File: config.mk
export PLATFORM = sky130hd
export DESIGN_NAME = ir_cmd_classifier_flat
export DESIGN_NICKNAME = d
export VERILOG_FILES = /design/src/rtl/ir_cmd_pkg.sv /design/src/rtl/ir_cmd_classifier_if.sv /design/src/rtl/ir_hold_timer.sv /design/src/rtl/ir_cmd_classifier.sv /design/src/flat_wrapper.sv
export SDC_FILE = /design/constraint.sdc
export NUM_CORES = 1
export LEC_CHECK = 0
export BUFFER_PORTS_ARGS = -buffer_cell sky130_fd_sc_hd__buf_2
export CAP_MARGIN = 20
export CORE_MARGIN = 5
export CORE_UTILIZATION = 52
export DETAILED_ROUTE_END_ITERATION = 8
export PLACE_DENSITY = 0.88
export SYNTH_ARGS = -nofsm -noshare
export SYNTH_HDL_FRONTEND = slang
export SYNTH_HIERARCHICAL = 1
export SYNTH_SLANG_ARGS = --single-unit
export TNS_END_PERCENT = 100
File: constraint.sdc
create_clock -name sys_clk -period 3.6 [get_ports sys_clk]
set_clock_uncertainty 0.15 [all_clocks]
set_input_delay 0.54 -clock sys_clk [delete_from_list [all_inputs] [get_ports sys_clk]]
set_output_delay 0.54 -clock sys_clk [all_outputs]
set_load 0.02 [all_outputs]
File: src/rtl/ir_cmd_pkg.sv
// rtl/ir_cmd_pkg.sv - command codes, reset defaults and motion state type for the IR classifier
package ir_cmd_pkg;

    localparam int unsigned CMD_MODE_REMOTE = 69;
    localparam int unsigned CMD_MODE_TRACK  = 70;
    localparam int unsigned CMD_MODE_FOLLOW = 71;
    localparam int unsigned CMD_MODE_AVOID  = 68;
    localparam int unsigned CMD_PWM_LOW     = 22;
    localparam int unsigned CMD_PWM_MID     = 25;
    localparam int unsigned CMD_PWM_HIGH    = 13;
    localparam int unsigned CMD_MOVE_FWD    = 24;
    localparam int unsigned CMD_MOVE_LEFT   = 8;
    localparam int unsigned CMD_MOVE_RIGHT  = 90;
    localparam int unsigned CMD_MOVE_BACK   = 82;
    localparam int unsigned CMD_MOVE_STOP   = 28;

    localparam int unsigned RST_MODE = CMD_MODE_REMOTE;
    localparam int unsigned RST_PWM  = CMD_PWM_MID;
    localparam int unsigned RST_MOVE = CMD_MOVE_STOP;

    typedef enum logic {
        STOPPED = 1'b0,
        MOVING  = 1'b1
    } motion_state_e;

    function automatic logic is_mode_code(input int unsigned c);
        return (c == CMD_MODE_REMOTE) || (c == CMD_MODE_TRACK) ||
               (c == CMD_MODE_FOLLOW) || (c == CMD_MODE_AVOID);
    endfunction

    function automatic logic is_pwm_code(input int unsigned c);
        return (c == CMD_PWM_LOW) || (c == CMD_PWM_MID) || (c == CMD_PWM_HIGH);
    endfunction

    function automatic logic is_move_code(input int unsigned c);
        return (c == CMD_MOVE_FWD) || (c == CMD_MOVE_LEFT) || (c == CMD_MOVE_RIGHT) ||
               (c == CMD_MOVE_BACK) || (c == CMD_MOVE_STOP);
    endfunction

endpackage

File: src/rtl/ir_cmd_classifier_if.sv
// rtl/ir_cmd_classifier_if.sv - decoder-side strobe inputs and held control outputs of the classifier
interface ir_cmd_classifier_if #(
    parameter int DATA_W = 8,
    parameter int ERR_W  = 8
);
    logic              data_valid;
    logic [DATA_W-1:0] data;
    logic              data_repeat;
    logic [DATA_W-1:0] data_mode;
    logic [DATA_W-1:0] data_pwm;
    logic [DATA_W-1:0] data_move;
    logic              mode_upd;
    logic              pwm_upd;
    logic              move_upd;
    logic              moving;
    logic [ERR_W-1:0]  err_cnt;

    modport master (
        output data_valid, data, data_repeat,
        input  data_mode, data_pwm, data_move, mode_upd, pwm_upd, move_upd, moving, err_cnt
    );

    modport slave (
        input  data_valid, data, data_repeat,
        output data_mode, data_pwm, data_move, mode_upd, pwm_upd, move_upd, moving, err_cnt
    );
endinterface

File: src/rtl/ir_hold_timer.sv
// rtl/ir_hold_timer.sv - loadable down-counter that parks at zero and flags expiry
module ir_hold_timer #(
    parameter int W = 8
) (
    input  logic         clk,
    input  logic         rst,
    input  logic         load,
    input  logic [W-1:0] load_val,
    input  logic         clear,
    input  logic         en,
    output logic         expired
);
    logic [W-1:0] cnt;

    // clear outranks load so a stop issued alongside a reload always wins
    always_ff @(posedge clk or posedge rst) begin
        if (rst) begin
            cnt <= '0;
        end else if (clear) begin
            cnt <= '0;
        end else if (load) begin
            cnt <= load_val;
        end else if (en && (cnt != '0)) begin
            cnt <= cnt - 1'b1;
        end
    end

    assign expired = (cnt == '0);
endmodule

File: src/rtl/ir_cmd_classifier.sv
// rtl/ir_cmd_classifier.sv - routes IR command codes to mode/speed/motion registers with motion auto-stop
module ir_cmd_classifier
    import ir_cmd_pkg::*;
#(
    parameter int DATA_W   = 8,
    parameter int HOLD_CYC = 5_000_000,
    parameter int ERR_W    = 8
) (
    input  logic                  sys_clk,
    input  logic                  sys_rst,
    ir_cmd_classifier_if.slave    bus
);
    localparam int TMR_W = $clog2(HOLD_CYC);
    localparam logic [DATA_W-1:0] STOP_CODE = DATA_W'(CMD_MOVE_STOP);

    motion_state_e     state, state_nxt;
    logic [DATA_W-1:0] mode_q, mode_nxt;
    logic [DATA_W-1:0] pwm_q, pwm_nxt;
    logic [DATA_W-1:0] move_q, move_nxt;
    logic [ERR_W-1:0]  err_q, err_nxt;
    logic              mode_upd_q, pwm_upd_q, move_upd_q;
    logic              tmr_load, tmr_clear, tmr_expired;
    int unsigned       code;

    assign code = 32'(bus.data);

    ir_hold_timer #(.W(TMR_W)) u_hold_timer (
        .clk      (sys_clk),
        .rst      (sys_rst),
        .load     (tmr_load),
        .load_val (TMR_W'(HOLD_CYC - 1)),
        .clear    (tmr_clear),
        .en       (state == MOVING),
        .expired  (tmr_expired)
    );

    // any strobe this cycle, even one that changes nothing, defers expiry
    always_comb begin
        state_nxt = state;
        mode_nxt  = mode_q;
        pwm_nxt   = pwm_q;
        move_nxt  = move_q;
        err_nxt   = err_q;
        tmr_load  = 1'b0;
        tmr_clear = 1'b0;
        if (bus.data_valid) begin
            if (bus.data_repeat) begin
                if (state == MOVING) begin
                    tmr_load = 1'b1;
                end
            end else if (is_mode_code(code)) begin
                if (bus.data != mode_q) begin
                    mode_nxt  = bus.data;
                    move_nxt  = STOP_CODE;
                    state_nxt = STOPPED;
                    tmr_clear = 1'b1;
                end
            end else if (is_pwm_code(code)) begin
                pwm_nxt = bus.data;
            end else if (is_move_code(code)) begin
                move_nxt = bus.data;
                if (code == CMD_MOVE_STOP) begin
                    state_nxt = STOPPED;
                    tmr_clear = 1'b1;
                end else begin
                    state_nxt = MOVING;
                    tmr_load  = 1'b1;
                end
            end else if (err_q != '1) begin
                err_nxt = err_q + 1'b1;
            end
        end else if ((state == MOVING) && tmr_expired) begin
            move_nxt  = STOP_CODE;
            state_nxt = STOPPED;
            tmr_clear = 1'b1;
        end
    end

    always_ff @(posedge sys_clk or posedge sys_rst) begin
        if (sys_rst) begin
            state      <= STOPPED;
            mode_q     <= DATA_W'(RST_MODE);
            pwm_q      <= DATA_W'(RST_PWM);
            move_q     <= DATA_W'(RST_MOVE);
            err_q      <= '0;
            mode_upd_q <= 1'b0;
            pwm_upd_q  <= 1'b0;
            move_upd_q <= 1'b0;
        end else begin
            state      <= state_nxt;
            mode_q     <= mode_nxt;
            pwm_q      <= pwm_nxt;
            move_q     <= move_nxt;
            err_q      <= err_nxt;
            mode_upd_q <= (mode_nxt != mode_q);
            pwm_upd_q  <= (pwm_nxt != pwm_q);
            move_upd_q <= (move_nxt != move_q);
        end
    end

    assign bus.data_mode = mode_q;
    assign bus.data_pwm  = pwm_q;
    assign bus.data_move = move_q;
    assign bus.mode_upd  = mode_upd_q;
    assign bus.pwm_upd   = pwm_upd_q;
    assign bus.move_upd  = move_upd_q;
    assign bus.moving    = (state == MOVING);
    assign bus.err_cnt   = err_q;
endmodule

File: src/flat_wrapper.sv
// flat-port wrapper written by rule: the top's interface ports become plain ports
module ir_cmd_classifier_flat import ir_cmd_pkg::*;
#(
    parameter int DATA_W   = 8,
    parameter int HOLD_CYC = 5_000_000,
    parameter int ERR_W    = 8
)
  (sys_clk, sys_rst, bus_data_valid, bus_data, bus_data_repeat, bus_data_mode, bus_data_pwm, bus_data_move, bus_mode_upd, bus_pwm_upd, bus_move_upd, bus_moving, bus_err_cnt);
  ir_cmd_classifier_if #(.DATA_W(DATA_W), .ERR_W(ERR_W)) bus_i ();
  input  logic sys_clk;
  input  logic sys_rst;
  input wire logic [$bits(bus_i.data_valid)-1:0] bus_data_valid;
  input wire logic [$bits(bus_i.data)-1:0] bus_data;
  input wire logic [$bits(bus_i.data_repeat)-1:0] bus_data_repeat;
  output wire logic [$bits(bus_i.data_mode)-1:0] bus_data_mode;
  output wire logic [$bits(bus_i.data_pwm)-1:0] bus_data_pwm;
  output wire logic [$bits(bus_i.data_move)-1:0] bus_data_move;
  output wire logic [$bits(bus_i.mode_upd)-1:0] bus_mode_upd;
  output wire logic [$bits(bus_i.pwm_upd)-1:0] bus_pwm_upd;
  output wire logic [$bits(bus_i.move_upd)-1:0] bus_move_upd;
  output wire logic [$bits(bus_i.moving)-1:0] bus_moving;
  output wire logic [$bits(bus_i.err_cnt)-1:0] bus_err_cnt;
  assign bus_i.data_valid = bus_data_valid;
  assign bus_i.data = bus_data;
  assign bus_i.data_repeat = bus_data_repeat;
  assign bus_data_mode = bus_i.data_mode;
  assign bus_data_pwm = bus_i.data_pwm;
  assign bus_data_move = bus_i.data_move;
  assign bus_mode_upd = bus_i.mode_upd;
  assign bus_pwm_upd = bus_i.pwm_upd;
  assign bus_move_upd = bus_i.move_upd;
  assign bus_moving = bus_i.moving;
  assign bus_err_cnt = bus_i.err_cnt;
  ir_cmd_classifier #(.DATA_W(DATA_W), .HOLD_CYC(HOLD_CYC), .ERR_W(ERR_W)) u_core (.sys_clk(sys_clk), .sys_rst(sys_rst), .bus(bus_i));
endmodule
======== After elaboration in Yosys (flattened, before gate mapping) ========
Index checks and enable logic that the tools add are counted.
cells by class
  $add $sub $neg .......................... 2
  eq/ne operators ......................... 21
  muxes and demuxes ....................... 40
  bitwise operators ....................... 4
  reduce and logical (&&, ||, !) cells .... 17
operators with widths
  cell                                                                   number
  8-bit two-way mux                                                      15
  23-bit two-way mux                                                     3
  8-bit by 7-bit equality test with 1-bit output, second input constant  6
  8-bit by 5-bit equality test with 1-bit output, second input constant  4
  8-bit != test                                                          4
  23-bit logical NOT                                                     1
  23-bit nonzero test                                                    1
  23-bit by 1-bit subtractor with 23-bit output, second input constant   1
  1-bit two-way mux                                                      22
  8-bit by 4-bit equality test with 1-bit output, second input constant  2
  1-bit logical OR                                                       9
  8-bit by 1-bit adder with 8-bit output, second input constant          1
  8-bit != test, second input constant                                   1
  6-bit AND reduction                                                    1
  5-bit AND reduction                                                    1
  1-bit inverter                                                         4
  3-bit by 1-bit != test with 1-bit output, second input constant        1
  3-bit by 2-bit != test with 1-bit output, second input constant        1
  3-bit != test, second input constant                                   1
  3-bit nonzero test                                                     1
  1-bit logical AND                                                      2
  2-bit != test, second input constant                                   1
  2-bit nonzero test                                                     1
storage, ports and cells
  register bits after elaboration ......... 59
  bits of input ports ..................... 12
  output and inout bits ................... 36
  word-level logic and storage cells ...... 93

======== Longest topological paths before layout ========
Gate-level depths: netlist of run 1.
  depth after elaboration ................. 12
  depth in mapped cells ................... 15
  mapped depth without buffers ............ 14

======== By module ========
The synthesis of run 1 kept the hierarchy.
by module, submodules not included
  module             instances  cells each  area an instance (um^2)  seq. area each (um^2)
  ir_cmd_classifier  1          170         1926.8                   912.1
  ir_hold_timer      1          172         1497.7                   575.6

======== Least setup slack after synthesis of run 1 ========
No wires, ideal clock.
  kind .................................... register to register
  start ................................... reg u_core.u_hold_timer.cnt[0]
  end ..................................... reg u_core.u_hold_timer.cnt[15]
  setup time .............................. 0.123 ns
  arrival time ............................ 3.262 ns
  required time ........................... 3.327 ns
  setup slack ............................. 0.065 ns
  stages on the path, launching flop included .. 16
  buffers on the path ..................... 1
  period minus slack after synthesis ...... 3.535 ns
  cells stage by stage .................... dfrtp_1 -> inv_1 -> ha_1 -> or3b_2 -> or4_4 -> nor2_1 -> nand3b_1 -> o21ai_0 -> nor2_1 -> inv_1 -> clkbuf_1 -> or2_2 -> nor3_1 -> a31oi_1 -> o21ai_0 -> o2bb2ai_1
between the ends
  word-level cells in the longest chain between the ends .. 5
  elaborated cells on any way between the ends .. 11
  classes of those cells .................. 1 x add/sub; 5 x mux; 5 x reduce/logical
RTL lines
  what                                                                line                     RTL
  start, declared                                                     ir_hold_timer.sv:13      logic [W-1:0] cnt;
  start signal, assigned                                              ir_hold_timer.sv:22      cnt <= load_val;
  start signal, assigned                                              ir_hold_timer.sv:24      cnt <= cnt - 1'b1;
  23-bit logical NOT *                                                ir_hold_timer.sv:28      assign expired = (cnt == '0);
  named net u_core.tmr_expired                                        ir_cmd_classifier.sv:22  logic tmr_load, tmr_clear, tmr_expired;
  1-bit logical AND *                                                 ir_cmd_classifier.sv:72  end else if ((state == MOVING) && tmr_expired) begin
  1-bit two-way mux *                                                 ir_cmd_classifier.sv:72
  1-bit two-way mux *                                                 ir_cmd_classifier.sv:46  if (bus.data_valid) begin
  named net u_core.tmr_clear                                          ir_cmd_classifier.sv:22
  3-bit nonzero test (no line) or 23-bit two-way mux (tied branches)  -
Mark *: on every way through the listed nets, which the timed path passes. The rest lies on a longest branch. The select of a mux whose other input is x is not followed.
A chain may end at the register's enable or synchronous reset.

======== Final worst setup path of run 1 ========
  start ................................... reg u_core.u_hold_timer.cnt[0]
  end ..................................... reg u_core.u_hold_timer.cnt[10]
Same word-level chain as after synthesis.

==> results.yml, run 1 <==
status:
  outcome: "finished, final reports clean"
drt:
  viasPerCell: 6.12
  postRouteAntennaNets: 0
  wl_per_cell_um: 17.2
  wirelength_um: 8520
  vias: 3036
  route.detailed.drc: 0
  drtIter0Drc: 296
  dr.pass1.iters: 5
placed_design:
  hpwlAfterDp_um: 6010
  dp_slack_ns: 0.161
  port_buffers: 47
  routabilityCongestion: 0.860
  dpl.cell_count: 479
floorplan:
  rows: 29
  io_pins: 48
  die-width_um: 91.2
  core-area_um2: 6390
  die_area_um2: 8310
  die_h_um: 91.2
  initial_core_util_pct: 53.6
clock_tree:
  clk_pin_slew_worst_paths_ns: 0.07
  clock_latency_ns: 0.33
  h-tree-depth: 3
  cts_sinks: 59
  cts_hold_buf: 0
  cts-buffers-inserted: 9
  cts_tree: "built"
  cts.path.max_buffers: 2
  cts_root_buffer: "clkbuf_8"
cells_and_area:
  nets: 428
  layout-drive-gt1-share_pct: 26.0
  synthToLayoutAreaGrowth_pct: 17.5
  diodes: 0
  layoutNonFillerInstCount: 496
setup_path:
  crit_family: "simple AND/OR/NAND/NOR gates"
  crit_chain: "inv_1 -> ha_1 -> or3b_2 -> or4_4 -> nor2_1 -> nand3b_1 -> o21ai_2 -> nor2_1 -> inv_1 -> buf_4 -> nor2_1 -> a32oi_1 -> nand3_1"
  path_buf_inv: 3
  cp-end-kind: "flip-flop"
  start_kind: "flip-flop"
  crit_slowest_cell: "or4_4"
  cp.required_ns: 3.66
  cp.arrival_ns: 3.51
  path_max_fanout: 16
  cp_common_cell: "nor2_1"
  worstSetupPathType: "reg2reg"
  cpPeakStageDelay_ns: 0.59
timing:
  fin_crit_sh_pct: 95.8
  hold_viol_final: 0
  drv_slew: 0
  worst_pin_slew_ns: 0.877
  worst_slack_ns: 0.151
  setup_viol: 0
  max_freq_ghz: 0.290
  maxSlewHeadroom_pct: 41.5
  min_period_ns: 3.45
synth:
  ys_warn_count: 6
  syn_inst: 342
  synth_xor_area_share_pct: 5.88
  synth_adder_area_share_pct: 0.731
  synth_compound_area_share_pct: 20.6
  synth-seq-cells: 59
  synth_edf_count: 0
  ys_types: 75
  netlist_area_um2: 3420
  ys_seq_area_share_pct: 43.4
  synthMuxAreaShare_pct: 2.30
  synth_top_family_by_area: "simple AND/OR/NAND/NOR gates"
  avgSynthCellArea_um2: 10.0
  synthSimpleGateAreaFrac_pct: 22.9
  synthArstFlopShare_pct: 100
  synth_top_flop_cell: "dfrtp_1"
worst_hold_path:
  min_path_type: "in2async"
global_routing:
  grt_pass1_vias: 2939
  grt_antenna_before_repair: 0
  grt_overflow: 0
  grt_max_degree: 37
  grt_pass1_wl_um: 14200
  grt_usage_pct: 20.8
power_and_ir_drop:
  ir_drop_mv: 0.347
  p_leak_uw: 0.00179
  power_density_nw_per_um2: 552
run:
  drv_cap: 0
cell type report:
| type | count | area [um2] |
|---|---|---|
| fillers | 510 | 2360 |
| multi-input cells | 276 | 1890 |
| flip-flops and latches | 59 | 1490 |
| repair buffers | 56 | 303 |
| clock buffers | 14 | 173 |
| well taps | 77 | 96.3 |
| inverters | 12 | 45.0 |
| clock inverters | 2 | 35.0 |
metal layers:
metal / GRT usage (%) / share of wire [%] / wire [um]
met1: 27.0 / 42 / 3550
met2: 32.5 / 49 / 4160
met3: 4.71 / 6.9 / 584
met4: 10.6 / 2.6 / 219
met5: 0 / 0 / 0
final timing paths:
check / startpoint / endpoint / slack [ns] / depth (start not counted)
setup reg to reg: u_core/u_hold_timer/cnt[0] / u_core/u_hold_timer/cnt[10] / 0.15 / 13
hold reg to reg: u_core/bus.data_pwm[0] / u_core/bus.data_pwm[0] / 0.34 / 2
hold / removal: sys_rst / u_core/bus.data_move[7] / 0.16 / 3
min in group sys_clk: u_core/bus.data_pwm[0] / u_core/bus.data_pwm[0] / 0.34 / 2
setup / recovery: u_core/u_hold_timer/cnt[0] / u_core/u_hold_timer/cnt[10] / 0.15 / 13
max in group asynchronous: sys_rst / u_core/u_hold_timer/cnt[11] / 2.51 / 2
synth_stat cells, drive strengths merged, types with 8 or more instances:
cell type	count	area, um2
dfstp	9	236
dfrtp	50	1250
and2	10	62.6
xor2	8	70.1
or4	8	67.6
buf	8	61.3
o21ai	19	103
nor3	9	45.0
inv	11	41.3
xnor2	15	131
nor4	11	90.1
clkbuf	8	30.0
nand2	26	100
a21oi	18	93.8
nor2	21	78.8
through the flow:
stage / hold slack, ns / power, uW / util, % / cell area [um2] / TNS, ns
2_1_floorplan: 0.298 / 1410 / - / 3500 / 0
3_3_place_gp: 0.325 / 1550 / 59.6 / 3810 / 0
3_5_place_dp: 0.320 / 1590 / 59.6 / 3810 / 0
4_1_cts: 0.165 / 2230 / 62.9 / 4010 / 0
5_1_grt: 0.215 / 2360 / 63.0 / 4030 / -0.120
6_report: 0.164 / 2220 / 63.0 / 4030 / 0
state kept, by name (all words and copies together) (netlist names):
signal                   count
u_core/bus.data_move         8
u_core/bus.mode_upd          1
u_core/bus.pwm_upd           1
u_core/bus.err_cnt           8
u_core/bus.move_upd          1
u_core/bus.data_mode         8
u_core/u_hold_timer/cnt     23
u_core/bus.data_pwm          8
u_core/bus.moving            1
report_power, final:
part | internal, uW | leakage (uW) | switching, uW | total, uW
clock network | 376 | 0.000107 | 253 | 629
registers | 819 | 0.000736 | 180 | 1000
logic | 251 | 0.000944 | 344 | 595
total | 1450 | 0.00179 | 777 | 2220
placed cells by master (no fill, tap or decap), types with 10 or more instances in the layout:
master	synthesis	final
o21ai_0	14	13
buf_2	4	47
nor2_1	21	21
and2_1	10	10
clkbuf_8	0	12
inv_1	11	11
dfrtp_1	50	50
conb_1	2	23
a21oi_1	17	17
nand2_1	25	25
xnor2_1	15	15
worst reg2reg max path, delay by kind of cell, from the launching register on:
family | cells | cell delay [ns]
fa+ha+maj | 1 | 0.19
simple gates | 7 | 1.80
buf+inv | 3 | 0.37
compound gates | 2 | 0.41
flops | 1 | 0.41
cells by family (layout without fill, tap and decap cells):
kind of cell / count (synthesis) / count (layout)
other: 2 / 23
XOR/XNOR: 23 / 23
flip-flops: 59 / 59
buffers and inverters: 28 / 84
AND/OR/NAND/NOR: 130 / 130
adder cells (fa/ha/maj): 2 / 2
AO/OA/AOI/OAI: 92 / 92
multiplexers: 6 / 6
timing repair:
action,4_1_cts,5_1_grt
endpoints found under the setup margin,0,13
gates resized for setup,0,2
buffers inserted,0,1
Power figures use the tool's default switching activity.
==> run 2: changes to the inputs <==
--- a/config.mk
+++ b/config.mk
@@ -8,11 +8,10 @@
 export BUFFER_PORTS_ARGS = -buffer_cell sky130_fd_sc_hd__buf_2
 export CAP_MARGIN = 20
 export CORE_MARGIN = 5
-export CORE_UTILIZATION = 52
+export CORE_UTILIZATION = 53
 export DETAILED_ROUTE_END_ITERATION = 8
-export PLACE_DENSITY = 0.88
+export PLACE_DENSITY = 0.89
 export SYNTH_ARGS = -nofsm -noshare
 export SYNTH_HDL_FRONTEND = slang
-export SYNTH_HIERARCHICAL = 1
 export SYNTH_SLANG_ARGS = --single-unit
 export TNS_END_PERCENT = 100
==> run 2 against run 1 <==
  * Final area is 5.1% higher
  * Fmax is 27% higher
  * Sequential power hardly changed
  * Hold slack worse by 0.085 ns
  * Count of clock-buffer cells in the layout is 3 lower
  * Power is 9.1% higher
  * Largest cell class unchanged
  * Via count is 9.1% higher
  * Sequential share of layout area is 1.8 points lower
  * Wire length is 12% higher
  * Highest routed layer unchanged
  * Utilization is 0.78 points lower
  * First-iteration DRC count is 34% higher
  * Non-clock buffer count is 1 lower
==> results.yml, run 2 <==
timing:
  min_period_ns: 2.71
  fin_crit_sh_pct: 75.2
  maxSlewHeadroom_pct: 51.0
  hold_viol_final: 0
  worst_pin_slew_ns: 0.729
  tns_ns: 0
  setup_viol: 0
  max_freq_ghz: 0.369
  rsz0062_at_grt: "no"
  fin_hold_ws_ns: 0.0787
  drv_slew: 0
drt:
  drtIter0Drc: 396
  dr.pass1.iters: 5
  wl_per_cell_um: 18.5
  viasPerCell: 6.44
  route.detailed.drc: 0
  wirelength_um: 9530
  vias: 3312
  postRouteAntennaNets: 0
synth:
  synth_edf_count: 0
  syn-num-nets: 386
  ys_warn_count: 0
  synthTopCellsByCount: "dfrtp_1 (50), nand4_1 (23), xor2_1 (23), nor2_1 (21), inv_1 (15)"
  avgSynthCellArea_um2: 10.0
  ys_types: 74
  yosysMostFrequentCell: "dfrtp_1"
  synth-seq-cells: 59
  synth_top_area_cell: "dfrtp_1"
  netlist_area_um2: 3710
  synthArstFlopShare_pct: 100
  syn_inst: 371
  yosys-top-cells-area: "dfrtp_1 (34%), dfstp_2 (6.4%), xor2_1 (5.4%), nand4_1 (3.9%), o211ai_2 (2.7%)"
  synth.top_cell.area_share_pct: 33.7
  ys_seq_area_share_pct: 40.1
  synth_top_flop_cell: "dfrtp_1"
clock_tree:
  h-tree-depth: 3
  cts_tree: "built"
  cts_sinks: 59
  clock_latency_ns: 0.35
  cts_setup_buffers: 0
  cts_hold_buf: 0
  clk_pin_slew_worst_paths_ns: 0.07
  cts-buffers-inserted: 9
  cts.path.max_buffers: 2
  post_cts_resized: 0
  cts_root_buffer: "clkbuf_8"
cells_and_area:
  final_common_cell: "dfrtp_1"
  nets: 428
  multi_input_area_um2: 2020
  nFillCells: 546
  largest_reg_flops: 23
  synthToLayoutAreaGrowth_pct: 13.9
  diodes: 0
  regMostFlops: "u_core.u_hold_timer.cnt"
  layout-drive-gt1-share_pct: 26.1
  register_area_um2: 1490
  mostFrequentLayoutCells: "dfrtp_1 (50), buf_2 (47), xor2_1 (23), nand4_1 (23), nor2_1 (21)"
power_and_ir_drop:
  total_power_uw: 2430
  seq_power_share_pct: 40.0
  power_density_nw_per_um2: 574
  power.switching_uw: 870
  p_leak_uw: 0.00189
  p_comb_share_pct: 29.1
  netSwitchingFraction_pct: 35.9
  p_clk_share_pct: 30.9
  power.internal_uw: 1560
  ir_drop_mv: 0.250
floorplan:
  rows: 30
  initial_core_util_pct: 54.7
  die_h_um: 93.7
  io_pins: 48
  die-width_um: 93.7
  core-area_um2: 6790
  die_area_um2: 8780
setup_path:
  worstSetupPathType: "reg2reg"
  crit_chain: "or3_1 -> or4_1 -> o31ai_4 -> nand4_1 -> o211ai_1"
  crit_family: "simple AND/OR/NAND/NOR gates"
  path_buf_inv: 0
  start_kind: "flip-flop"
  crit_slowest_cell: "or4_1"
  cp-end-kind: "flip-flop"
  cp.required_ns: 3.71
  cpPeakStageDelay_ns: 0.68
  cp.arrival_ns: 2.81
  path_max_fanout: 12
global_routing:
  grt_use_met3_pct: 4.89
  grt_util_met1_pct: 31.3
  grt_max_degree: 26
  grt_usage_pct: 23.1
  grt_overflow: 0
  grt_pass1_wl_um: 16000
  grt_pass1_vias: 3212
  grt-busiest-layer: "met2"
  grt_use_met2_pct: 36.2
  grt_antenna_before_repair: 0
worst_hold_path:
  min_path_type: "in2async"
placed_design:
  routabilityCongestion: 0.889
  hpwlAfterDp_um: 6680
  port_buffers: 47
run:
  drv_cap: 0
status:
  outcome: "finished, final reports clean"
## run 2: cell count changes after synthesis, moves of 5 or more
cell	previous run	this run
nand4_1	6	23
o211ai_2	0	8
a21oi_1	17	11
buf_2	4	13
o21ai_0	14	9
o2111ai_1	1	7
xor2_1	8	23
nand2_1	25	8
xnor2_1	15	4
mux2_1	1	6
nor3b_1	1	7
## run 2: worst register-to-register path: stages (launching register included)
cell	delay, ns
dfrtp_1	0.43
or3_1	0.48
or4_1	0.68
o31ai_4	0.60
nand4_1	0.17
o211ai_1	0.12
## run 2: through the flow
stage / util (%) / setup WS [ns] / cells / cell area [um2]
floorplan: - / 1.03 / 371 / 3710
global placement: 58.7 / 0.794 / 498 / 3990
detailed placement: 58.7 / 0.742 / 498 / 3990
CTS: 62.2 / 0.895 / 514 / 4230
global route: 62.2 / 0.726 / 514 / 4230
finish: 62.2 / 0.892 / 514 / 4230
## run 2: logic make-up after synthesis
| kind of cell | count (synthesis) | synth area share [%] |
|---|---|---|
| simple gates | 149 | 26.3 |
| buf+inv | 40 | 5.42 |
| flops | 59 | 40.1 |
| fa+ha+maj | 3 | 1.01 |
| mux | 7 | 2.12 |
| xor+xnor | 27 | 6.37 |
| compound gates | 86 | 18.7 |
## run 2: path summary, 6_finish.rpt
check | cells past startpoint | startpoint | endpoint | slack (ns)
max in group asynchronous | 3 | sys_rst | u_core.bus.data_pwm[4] | 2.51
worst min register to register | 2 | u_core.bus.data_mode[0] | u_core.bus.data_mode[0] | 0.35
worst max register to register | 5 | u_core.u_hold_timer.cnt[13] | u_core.u_hold_timer.cnt[14] | 0.89
worst max-delay path | 5 | u_core.u_hold_timer.cnt[13] | u_core.u_hold_timer.cnt[14] | 0.89
min in group sys_clk | 2 | u_core.bus.data_mode[0] | u_core.bus.data_mode[0] | 0.35
worst min-delay path | 2 | sys_rst | u_core.bus.moving | 0.08
## run 2: routing by layer
layer,share of wire (%),vias to the layer above
li1,-,1502
met1,43,1620
met2,48,172
met3,7.8,18
met4,1.8,0
met5,0,-
## run 2: cell type report
type / count / area share (%)
Multi-Input combinational cell: 272 / 47.9
Clock inverter: 5 / 2.37
Timing Repair Buffer: 55 / 6.98
Sequential cell: 59 / 35.2
Tap cell: 96 / 2.84
Clock buffer: 11 / 3.34
Inverter: 16 / 1.42
## run 2: power groups by stage
stage | Clock [uW] | Combinational, uW | Sequential, uW
finish | 750 | 705 | 971
global route | 796 | 771 | 994
CTS | 759 | 702 | 964
detailed placement | 0 | 696 | 975
global placement | 0 | 672 | 960
floorplan | 0 | 511 | 975
